<file path="src/rtl/color_daltonize.sv">
// Three-stage daltonization pipeline for 24-bit RGB video.
// The red-channel error is redistributed into green and blue, and the sync/enable signals are delayed to stay aligned with the pixel.
module color_daltonize #(
    parameter int unsigned SHIFT_COEF = 179
) (
    input  logic        clk,
    input  logic        reset,
    input  logic        ce,
    input  logic [1:0]  deficiency,
    input  logic [23:0] rgb_in,
    input  logic        hs_in,
    input  logic        vs_in,
    input  logic        de_in,
    output logic [23:0] rgb_out,
    output logic        hs_out,
    output logic        vs_out,
    output logic        de_out,
    output logic [1:0]  active_mode
);

    localparam int unsigned CW = 8;   // channel width
    localparam int unsigned EW = 9;   // signed error width
    localparam int unsigned KW = 10;  // signed scaled-error width
    localparam int unsigned SW = 11;  // signed pre-saturation width
    localparam int unsigned PW = 18;  // signed product width

    // Q0.8 weighted sum of two channels, using a 16-bit accumulator and keeping the integer part.
    function automatic logic [CW-1:0] sim8(input logic [7:0] a, input logic [7:0] x,
                                           input logic [7:0] b, input logic [7:0] y);
        logic [15:0] s;
        s = 16'(a) * 16'(x) + 16'(b) * 16'(y);
        return CW'(s >> 8);
    endfunction

    function automatic logic [CW-1:0] sat8(input logic signed [SW-1:0] v);
        if (v < 0)
            return '0;
        else if (v > 11'sd255)
            return '1;
        else
            return v[CW-1:0];
    endfunction

    logic              vs_prev_q;
    logic [1:0]        active_mode_q, mode_d;

    logic [CW-1:0]     r1_q, g1_q, b1_q;
    logic [CW-1:0]     simr1_q, simg1_q, simb1_q;
    logic [CW-1:0]     simr_d, simg_d, simb_d;
    logic [1:0]        mode1_q;
    logic [2:0]        sync1_q, sync2_q, sync3_q;

    logic [CW-1:0]     r2_q;
    logic signed [SW-1:0] g2_q, b2_q, g2_d, b2_d;

    logic signed [EW-1:0] er_c, eg_c, eb_c;
    logic signed [PW-1:0] kprod_c;
    logic signed [KW-1:0] k_c;

    logic [23:0]       rgb_q, rgb_d;

    logic [CW-1:0]     r_in_c, g_in_c, b_in_c;

    assign r_in_c = rgb_in[23:16];
    assign g_in_c = rgb_in[15:8];
    assign b_in_c = rgb_in[7:0];

    // A vs rising edge latches the requested mode, and the pixel arriving on that cycle already uses it.
    assign mode_d = (vs_in && !vs_prev_q) ? deficiency : active_mode_q;

    always_comb begin
        simr_d = '0;
        simg_d = '0;
        simb_d = '0;
        case (mode_d)
            2'd1: begin
                simr_d = sim8(8'd160, r_in_c, 8'd96,  g_in_c);
                simg_d = sim8(8'd179, r_in_c, 8'd77,  g_in_c);
                simb_d = sim8(8'd77,  g_in_c, 8'd179, b_in_c);
            end
            2'd2: begin
                simr_d = sim8(8'd145, r_in_c, 8'd111, g_in_c);
                simg_d = sim8(8'd143, r_in_c, 8'd113, g_in_c);
                simb_d = sim8(8'd61,  g_in_c, 8'd194, b_in_c);
            end
            2'd3: begin
                simr_d = sim8(8'd243, r_in_c, 8'd13,  g_in_c);
                simg_d = sim8(8'd111, g_in_c, 8'd145, b_in_c);
                simb_d = sim8(8'd121, g_in_c, 8'd134, b_in_c);
            end
            default: ;
        endcase
    end

    // Compute the errors, scale the red error, and redistribute it into green and blue.
    always_comb begin
        er_c    = $signed({1'b0, r1_q}) - $signed({1'b0, simr1_q});
        eg_c    = $signed({1'b0, g1_q}) - $signed({1'b0, simg1_q});
        eb_c    = $signed({1'b0, b1_q}) - $signed({1'b0, simb1_q});
        kprod_c = $signed(PW'(SHIFT_COEF)) * PW'(er_c);
        k_c     = KW'(kprod_c >>> 8);
        g2_d    = $signed({3'b000, g1_q});
        b2_d    = $signed({3'b000, b1_q});
        if (mode1_q != 2'd0) begin
            g2_d = $signed({3'b000, g1_q}) + SW'(k_c) + SW'(eg_c);
            b2_d = $signed({3'b000, b1_q}) + SW'(k_c) + SW'(eb_c);
        end
    end

    assign rgb_d = {r2_q, sat8(g2_q), sat8(b2_q)};

    always_ff @(posedge clk or posedge reset) begin
        if (reset) begin
            vs_prev_q     <= 1'b0;
            active_mode_q <= '0;
            r1_q          <= '0;
            g1_q          <= '0;
            b1_q          <= '0;
            simr1_q       <= '0;
            simg1_q       <= '0;
            simb1_q       <= '0;
            mode1_q       <= '0;
            sync1_q       <= '0;
            r2_q          <= '0;
            g2_q          <= '0;
            b2_q          <= '0;
            sync2_q       <= '0;
            rgb_q         <= '0;
            sync3_q       <= '0;
        end else if (ce) begin
            vs_prev_q     <= vs_in;
            active_mode_q <= mode_d;
            r1_q          <= r_in_c;
            g1_q          <= g_in_c;
            b1_q          <= b_in_c;
            simr1_q       <= simr_d;
            simg1_q       <= simg_d;
            simb1_q       <= simb_d;
            mode1_q       <= mode_d;
            sync1_q       <= {hs_in, vs_in, de_in};
            r2_q          <= r1_q;
            g2_q          <= g2_d;
            b2_q          <= b2_d;
            sync2_q       <= sync1_q;
            rgb_q         <= rgb_d;
            sync3_q       <= sync2_q;
        end
    end

    assign rgb_out     = rgb_q;
    assign hs_out      = sync3_q[2];
    assign vs_out      = sync3_q[1];
    assign de_out      = sync3_q[0];
    assign active_mode = active_mode_q;

endmodule

</file>
<file path="config.mk">
export PLATFORM = sky130hd
export DESIGN_NAME = color_daltonize
export DESIGN_NICKNAME = d
export VERILOG_FILES = /design/src/rtl/color_daltonize.sv
export SDC_FILE = /design/constraint.sdc
export NUM_CORES = 1
export LEC_CHECK = 0
export ABC_CLOCK_PERIOD_IN_PS = 9400
export CAP_MARGIN = 5
export CORE_UTILIZATION = 33
export CTS_CLUSTER_SIZE = 8
export DETAILED_ROUTE_END_ITERATION = 8
export SYNTH_ARGS = -nofsm -noshare
export SYNTH_HDL_FRONTEND = slang
export SYNTH_SLANG_ARGS = --single-unit
export TNS_END_PERCENT = 10
</file>
<file path="constraint.sdc">
create_clock -name clk -period 9.4 [get_ports clk]
set_input_delay 0.94 -clock clk [delete_from_list [all_inputs] [get_ports clk]]
set_output_delay 0.94 -clock clk [all_outputs]
set_load 0.01 [all_outputs]
</file>
## Yosys cells after proc, flatten, opt, wreduce, memory -nomap -nowiden

Index checks and enable logic that the tools add are counted.

| cells by class | value |
|---|---|
| bitwise logic cells | 0 |
| order comparisons | 4 |
| shift-type cells | 0 |
| add/subtract/negate cells | 16 |
| multiplexer cells | 10 |
| reduce and logical (&&, ||, !) cells | 3 |
| equal/unequal tests | 3 |
| multiply operators | 17 |
| divide/modulo/power cells | 0 |

Operator list:

| operator | count |
|---|---|
| $mul 8x8->16 const A | 6 |
| $mul 7x8->15 const A | 6 |
| $pmux 8 s3 | 3 |
| $add 16x15->16 | 4 |
| $add 15x16->16 | 3 |
| $mux 8 | 4 |
| $sub 8x8->9 | 3 |
| $add 11x9->11 | 2 |
| $add 9x10->11 | 2 |
| $gt 11x9->1 const B | 2 |
| $lt 11x1->1 const B | 2 |
| $mux 11 | 2 |
| $mul 9x9->18 const A | 1 |
| $add 14x16->16 | 1 |
| $add 16x12->16 | 1 |
| $mul 6x8->14 const A | 1 |
| $mul 4x8->12 const A | 1 |
| $mul 3x8->11 const A | 1 |
| $mul 2x8->10 const A | 1 |
| $eq 2x2->1 const B | 2 |
| $eq 2x1->1 const B | 1 |
| $mux 2 | 1 |
| $reduce_bool 2->1 | 1 |
| $logic_and 1x1->1 | 1 |
| $logic_not 1->1 | 1 |

| word-level totals | value |
|---|---|
| register bits | 114 |
| RAM bits | 0 |
| output and inout port bits | 29 |
| memories | 0 |
| word-level logic and storage cells | 68 |
| bits of input ports | 32 |
| bits in latches | 0 |
| ROM bits | 0 |

## Logic depth before layout (Yosys ltp)

Gate-level depths: netlist of run 1.

| logic depth | value |
|---|---|
| depth after elaboration | 5 |
| gate-level depth with buffers | 35 |
| gate-level depth less buffers | 35 |

## Worst setup path before layout of run 1

No wires, ideal clock.

| path | value |
|---|---|
| path kind | flip-flop to flip-flop |
| from | reg r1_q[0] |
| to | reg g2_q[9] |
| slack | 2.109 ns |
| stages on the path, launching flop included | 35 |
| period minus slack after synthesis | 7.291 ns |
| path buffers | 0 |
| setup time | 0.110 ns |
| required time | 9.290 ns |
| arrival | 7.181 ns |
| cell sequence | dfrtp_1 > inv_1 > ha_1 > inv_1 > fa_1 > nand2_1 > nand2_1 > a21oi_1 > o21ai_0 > a21oi_1 > xnor2_1 > xnor3_1 > ha_1 > inv_1 > fa_1 > inv_1 > fa_1 > fa_1 > ha_1 > inv_1 > nor2_1 > nor2_1 > nor2b_1 > nor2_1 > xor2_1 > fa_1 > fa_1 > nor2b_1 > o21ai_0 > a21boi_0 > o21ai_0 > a21oi_1 > o21a_1 > nor3_1 > o41ai_1 |

| between the ends | value |
|---|---|
| cells in the longest elaborated chain, start to end | 5 |

RTL lines:

| what | RTL line | text |
|---|---|---|
| start: declaration | 47 | `logic [CW-1:0] r1_q, g1_q, b1_q;` |
| start signal: assignment | 133 | `r1_q <= r_in_c;` |
| $sub 8x8->9 | 97 | `er_c = $signed({1'b0, r1_q}) - $signed({1'b0, simr1_q});` |
| $mul 9x9->18 | 100 | `kprod_c = $signed(PW'(SHIFT_COEF)) * PW'(er_c);` |
| $add 9x10->11 | 105 | `g2_d = $signed({3'b000, g1_q}) + SW'(k_c) + SW'(eg_c);` |
| $add 11x9->11 | 105 |  |
| $mux 11 | 104 | `if (mode1_q != 2'd0) begin` |
| end signal: assignment | 142 | `g2_q <= g2_d;` |
| end: declaration | 54 | `logic signed [SW-1:0] g2_q, b2_q, g2_d, b2_d;` |

No other way between the ends.
A chain may end at the register's enable or synchronous reset.

## Worst setup path in the final report of run 1

Ends and elaborated chain as after synthesis.

==> results.md, run 1 <==
* Status: finished, final reports clean
* Fin. max-slew vios at 0
* Slowest CP cell: fa_1
* Num CTS Buffers at 17
* Drt total wl at 60.7 mm
* Antenna-violating nets left at 0
* Final nets at around 3400
* Max Fclk at ~0.12 GHz
* Hold Path Stages at 2
* Final instance area at approximately 26000 µm²
* # H-tree levels at 4
* Hold_buf cts at 0
* Max FO, Critical Path at 6
* Initial Utilization at 33.5%
* Synth top area share at between 20% and 30%
* DP HPWL at 51.8 mm
* Site row count at between 90 and 100
* Worst endpoint required time at ~9700 ps
* Clock Skews at between 7 and 8 ps
* Multi-input logic area at between 15000 and 20000 µm²
* Critical Path AT at ~8400 ps
* Layout cell share with drive strength beyond 1 at ~5.4%
* Worst-Skew Late Latency at 420 ps
* Most common cell after layout, fill and taps aside: inv_1
* Ys async rst share at 100%
* GR Overflow Total at 0
* DR vias/cell at ~4.8
* Synth area leader: ha_1
* Pre-antenna DRT Iters at 5
* Drt initial violations at between 900 and 1000
* HP Class: reg -> reg
* ANT cells at 0
* Total track usage at roughly 18%
* Post-Syn Nets at approximately 3300
* Die height at approximately 270 µm
* DR vias at 16814
* Area post-placement at about 25000 µm²
* CTS clk-pin slew, worst paths at approximately 60 ps
* CP most frequent cell: fa_1
* Worst Reg-to-Reg Cells at 34
* Worst setup EP type: flip-flop
* #FFs+latches synth at between 100 and 150
* Final setup viols at 0
* Max Cap Violations at 0
* Most frequent cells in the layout: 577 x inv_1, 529 x ha_1, 253 x fa_1
* Top post-synthesis cells by area: ha_1 29%, fa_1 22%, dfrtp_1 12%, inv_1 9.4%, xnor2_1 3.8%
* Initial antenna violation count at 2
* Io pins at between 60 and 70
* Fin Setup TNS at 0 ps
* Largest net degree at the start of global routing at 62
* Clk root buf: clkbuf_16
* Clock sinks at ~110
* Kind of critical path: reg -> reg
* First-pass GRT wire length at 96.8 mm
* Top_reg_cell synth: dfrtp_1
* Max Root-Sink Buffers at 2
* Final Hold Viols at 0
* Post_cts resized at 0
* GP Congestion at just under 0.9
* Vias in the first global route at between 15000 and 20000
* Core outline area at 68900 µm²
* CTS tree: built
* Syn avg cell area at between 9 and 10 µm²
* Syn Inst Count at between 2000 and 2500
* Synth Warn # at 0
* DR WL/cell at ~17 µm
* Fillers at between 7000 and 8000
* Layout area overhead at 10.6%
* Slew HR at around a quarter
* RSZ-0062 raised after global routing: false
* Sequential cell area at 2830 µm²
* Synth unique cells at 81
* DIE WIDTH at ~270 µm
* Register area share after synthesis at roughly an eighth
* Final period utilization at ~86%
* Post-synth EDFFs at 0
* Crit path time final at 8050 ps
* Post-CTS setup buffer count at 0
* Die area at approximately 71000 µm²
* Worst setup SP type: flip-flop
* Worst-Margin Slew at between 1000 and 1500 ps
* I/O Buffers at 60
* CP peak stage delay at 540 ps
* Cell area after synthesis at 23100 µm²
* DRC errors left at 0
==> through the flow <==
step                setup WS, ps  hold WS, ps  util (%)  std cells
finish                      1350          478      37.0       3509
global route                 617          497      37.0       3509
CTS                         1290          484      37.0       3509
detailed placement          1090          464      36.2       3477
global placement            1150          457      36.2       3477
floorplan                   2110          438         -       2490
==> area by class of cell <==
| cell class | instances | share of cell area, % |
|---|---|---|
| repair buffers | 87 | 3.14 |
| inverters | 579 | 8.52 |
| clock buffers | 21 | 1.80 |
| well taps | 931 | 4.56 |
| clock inverters | 11 | 0.505 |
| multi-input cells | 1767 | 70.4 |
| flip-flops and latches | 113 | 11.1 |
==> flip-flops by register name (all words and copies together) (netlist names), 8 cells and up <==
name and flops:
b1_q 8, b2_q 11, g1_q 8, g2_q 11, r1_q 8, r2_q 8, rgb_out 24, simb1_q 8
simg1_q 8, simr1_q 8
==> synth_stat cells, types with 17 or more instances <==
cell type / count
a21oi_1: 106
o21bai_1: 17
nor2b_1: 19
nand2_1: 129
inv_1: 579
xor2_1: 37
o21ai_0: 80
a21o_1: 24
nor2_1: 120
xnor2_1: 100
clkbuf_1: 26
nor3_1: 33
nand3_1: 30
o31ai_1: 22
o21a_1: 18
mux2_2: 36
dfrtp_1: 113
ha_1: 529
fa_1: 253
==> path summary, 6_finish.rpt <==
path	from	endpoint	slack [ps]
min in group asynchronous	reset	sync3_q[0]$_DFFE_PP0P_	1000
worst max register to register	r1_q[0]$_DFFE_PP0P_	g2_q[9]$_DFFE_PP0P_	1350
max in group asynchronous	reset	b1_q[0]$_DFFE_PP0P_	7130
worst min register to register	rgb_out[13]$_DFFE_PP0P_	rgb_out[13]$_DFFE_PP0P_	480
worst min-delay path	rgb_out[13]$_DFFE_PP0P_	rgb_out[13]$_DFFE_PP0P_	480
worst max-delay path	r1_q[0]$_DFFE_PP0P_	g2_q[9]$_DFFE_PP0P_	1350
==> worst max-delay path: cells and delay by family, from the launching register on <==
family          cells  cell delay (ps)
flops               1              370
simple gates        8              740
compound gates     10             2040
buf+inv             4              240
fa+ha+maj           9             3420
xor+xnor            3             1160
==> layer usage <==
metal  vias up  part of all wire, %  GRT usage, %
li1       8342                    -             -
met1      8119                   50          25.7
met2       305                   45          28.5
met3        48                  3.6          1.62
met4         0                  1.3          3.43
met5         -                    0             0
==> cells by family after synthesis <==
group | share of synthesized area [%]
AOI/OAI and AO/OA | 11.6
xor gates and xnor gates | 5.39
adders and majority gates | 50.6
buffers and inverters | 9.92
DFF | 12.2
muxes | 1.93
and+or+nand+nor | 8.31
Power of run 1 is left out: the tool's default activity adds up to more than one toggle a clock period on the data nets, which glitch-free logic cannot reach.
==> run 2: changes to the inputs <==
Settings changed: CORE_MARGIN from default to 1.5.
==> run 2 against run 1 <==
Die area up 0.75%. Critical endpoint unchanged. Clock skew fell by 2.3 ps. Critical path depth stayed put.
==> results.md, run 2 (same netlist as run 1, synthesis figures left out) <==
* Total track usage at 17.6%
* Post_cts resized at 0
* Layout area overhead at 10.5%
* Antenna-violating nets left at 0
* WHS Endpoint: b2_q[9]$_DFFE_PP0P_
* Hold_sp: b2_q[9]$_DFFE_PP0P_
* Fin Setup TNS at 0 ps
* Drt initial violations at between 900 and 1000
* Core outline area at approximately 69000 µm²
* Pre-antenna DRT Iters at 5
* DR vias at around 17000
* DR vias/cell at between 4 and 5
* GRT met1 Usage at 25.3%
* RSZ-0062 raised after global routing: false
* Worst r2r dst: g2_q[9]$_DFFE_PP0P_
* First-pass GRT wire length at ~97 mm
* Critical Path AT at around 8400 ps
* DRC errors left at 0
* Largest net degree at the start of global routing at 75
* Layout cell share with drive strength beyond 1 at between 5 and 6%
* Worst Reg-to-Reg Cells at 34
* HP Class: reg -> reg
* Hold_buf cts at 0
* Io pins at between 60 and 70
* Final period utilization at between 80% and 90%
* Final setup viols at 0
* Final nets at 3379
* Inst Count DP at roughly 3500
* Worst-Skew Late Latency at 420 ps
* Hold Path Stages at 2
* # H-tree levels at 4
* Most frequent cells in the layout: 577 x inv_1, 529 x ha_1, 253 x fa_1
* Grt met2 use at 28.7%
* Clock sinks at between 100 and 150
* Worst-Margin Slew at between 1000 and 1500 ps
* ANT cells at 0
* GR Overflow Total at 0
* Max FO, Critical Path at 6
* Non-Filler Instances at between 3000 and 4000
* Die area at around 72000 µm²
* Drt total wl at 60.8 mm
* Worst setup EP type: flip-flop
* Post-CTS setup buffer count at 0
* DP HPWL at just over 50 mm
* GP Congestion at ~0.9
* CTS clk-pin slew, worst paths at 60 ps
* CP most frequent cell: fa_1
* Max reg flops at 24
* GR peak layer: met2
* Vias in the first global route at about 17000
* DR WL/cell at between 15 and 20 µm
* Max Fclk at roughly 0.12 GHz
* Initial Utilization at about a third
* Worst endpoint required time at slightly below 10000 ps
* Worst setup SP type: flip-flop
* CP peak stage delay at ~530 ps
* Origin of the critical flop-to-flop path: r1_q[0]$_DFFE_PP0P_
* Most common cell after layout, fill and taps aside: inv_1
* Max Cap Violations at 0
* Initial antenna violation count at 0
* Status: finished, final reports clean
* Site row count at 96
* Kind of critical path: reg -> reg
* Reg2Reg Setup Slack at between 1000 and 1500 ps
* Area post-placement at approximately 25000 µm²
* CTS tree: built
* Met3 usage at ~1.8%
* Crit path time final at approximately 8100 ps
* Setup WS pre-CTS at between 1000 and 1500 ps
* I/O Buffers at 60
* Setup ws final at 1300 ps
* DIE WIDTH at between 200 and 300 µm
* Max Root-Sink Buffers at 2
* Fin. max-slew vios at 0
* Clock Skews at between 5 and 6 ps
* Num CTS Buffers at 17
* Die height at 268 µm
* Final instance area at between 20000 and 30000 µm²
* Slowest CP cell: fa_1
* Final Hold Viols at 0
* Slew HR at 25.4%
* Clk root buf: clkbuf_16
==> run 2: cell types whose count changed in the layout (fill, tap and decap cells not counted) <==
cell / delta
inv_6: -1
clkbuf_8: -1
clkinv_2: +1
clkinv_4: +1
==> run 2: worst max path at each step <==
stage / startpoint / to / slack (ps) / cells after the start
floorplan: r1_q[0]$_DFFE_PP0P_ / g2_q[9]$_DFFE_PP0P_ / 2110 / 34
global placement: rgb_in[10] / simr1_q[5]$_DFFE_PP0P_ / 1150 / 28
detailed placement: rgb_in[10] / simr1_q[5]$_DFFE_PP0P_ / 1080 / 28
CTS: r1_q[0]$_DFFE_PP0P_ / g2_q[9]$_DFFE_PP0P_ / 1260 / 34
global route: r1_q[0]$_DFFE_PP0P_ / g2_q[9]$_DFFE_PP0P_ / 690 / 34
finish: r1_q[0]$_DFFE_PP0P_ / g2_q[9]$_DFFE_PP0P_ / 1300 / 34
==> run 2: through the flow <==
step                      util (%)  hold slack, ps
after floorplan                  -             438
after global placement        36.2             456
after detailed placement      36.2             461
after CTS                     37.0             474
after global routing          37.0             503
final                         37.0             470
==> run 2: per-layer routing <==
layer / routed length [µm] / share of wire [%]
met1: 30000 / 49
met2: 27500 / 45
met5: 0 / 0
met3: 2550 / 4.2
met4: 849 / 1.4
==> run 2: critical path: cells and delay by family, from the launching register on <==
kind            cells  cell delay (ps)
compound gates     10             2020
xor+xnor            3             1170
fa+ha+maj           9             3410
buf+inv             4              250
flops               1              390
simple gates        8              730
==> run 2: layout make-up <==
class | count | area, µm²
Fill cell | 7085 | 43400
Inverter | 579 | 2180
Clock buffer | 20 | 447
Tap cell | 931 | 1160
Multi-Input combinational cell | 1767 | 18000
Sequential cell | 113 | 2830
Timing Repair Buffer | 87 | 801
Clock inverter | 12 | 134
Power of run 2 is left out for the same reason.
==> run 3: changes to the inputs <==
Settings changed: HOLD_SLACK_MARGIN from default to 0.05.
==> results of run 3 <==
The final DEF is identical to that of run 2; final timing and power are the same.
Power of run 3 is left out for the same reason.
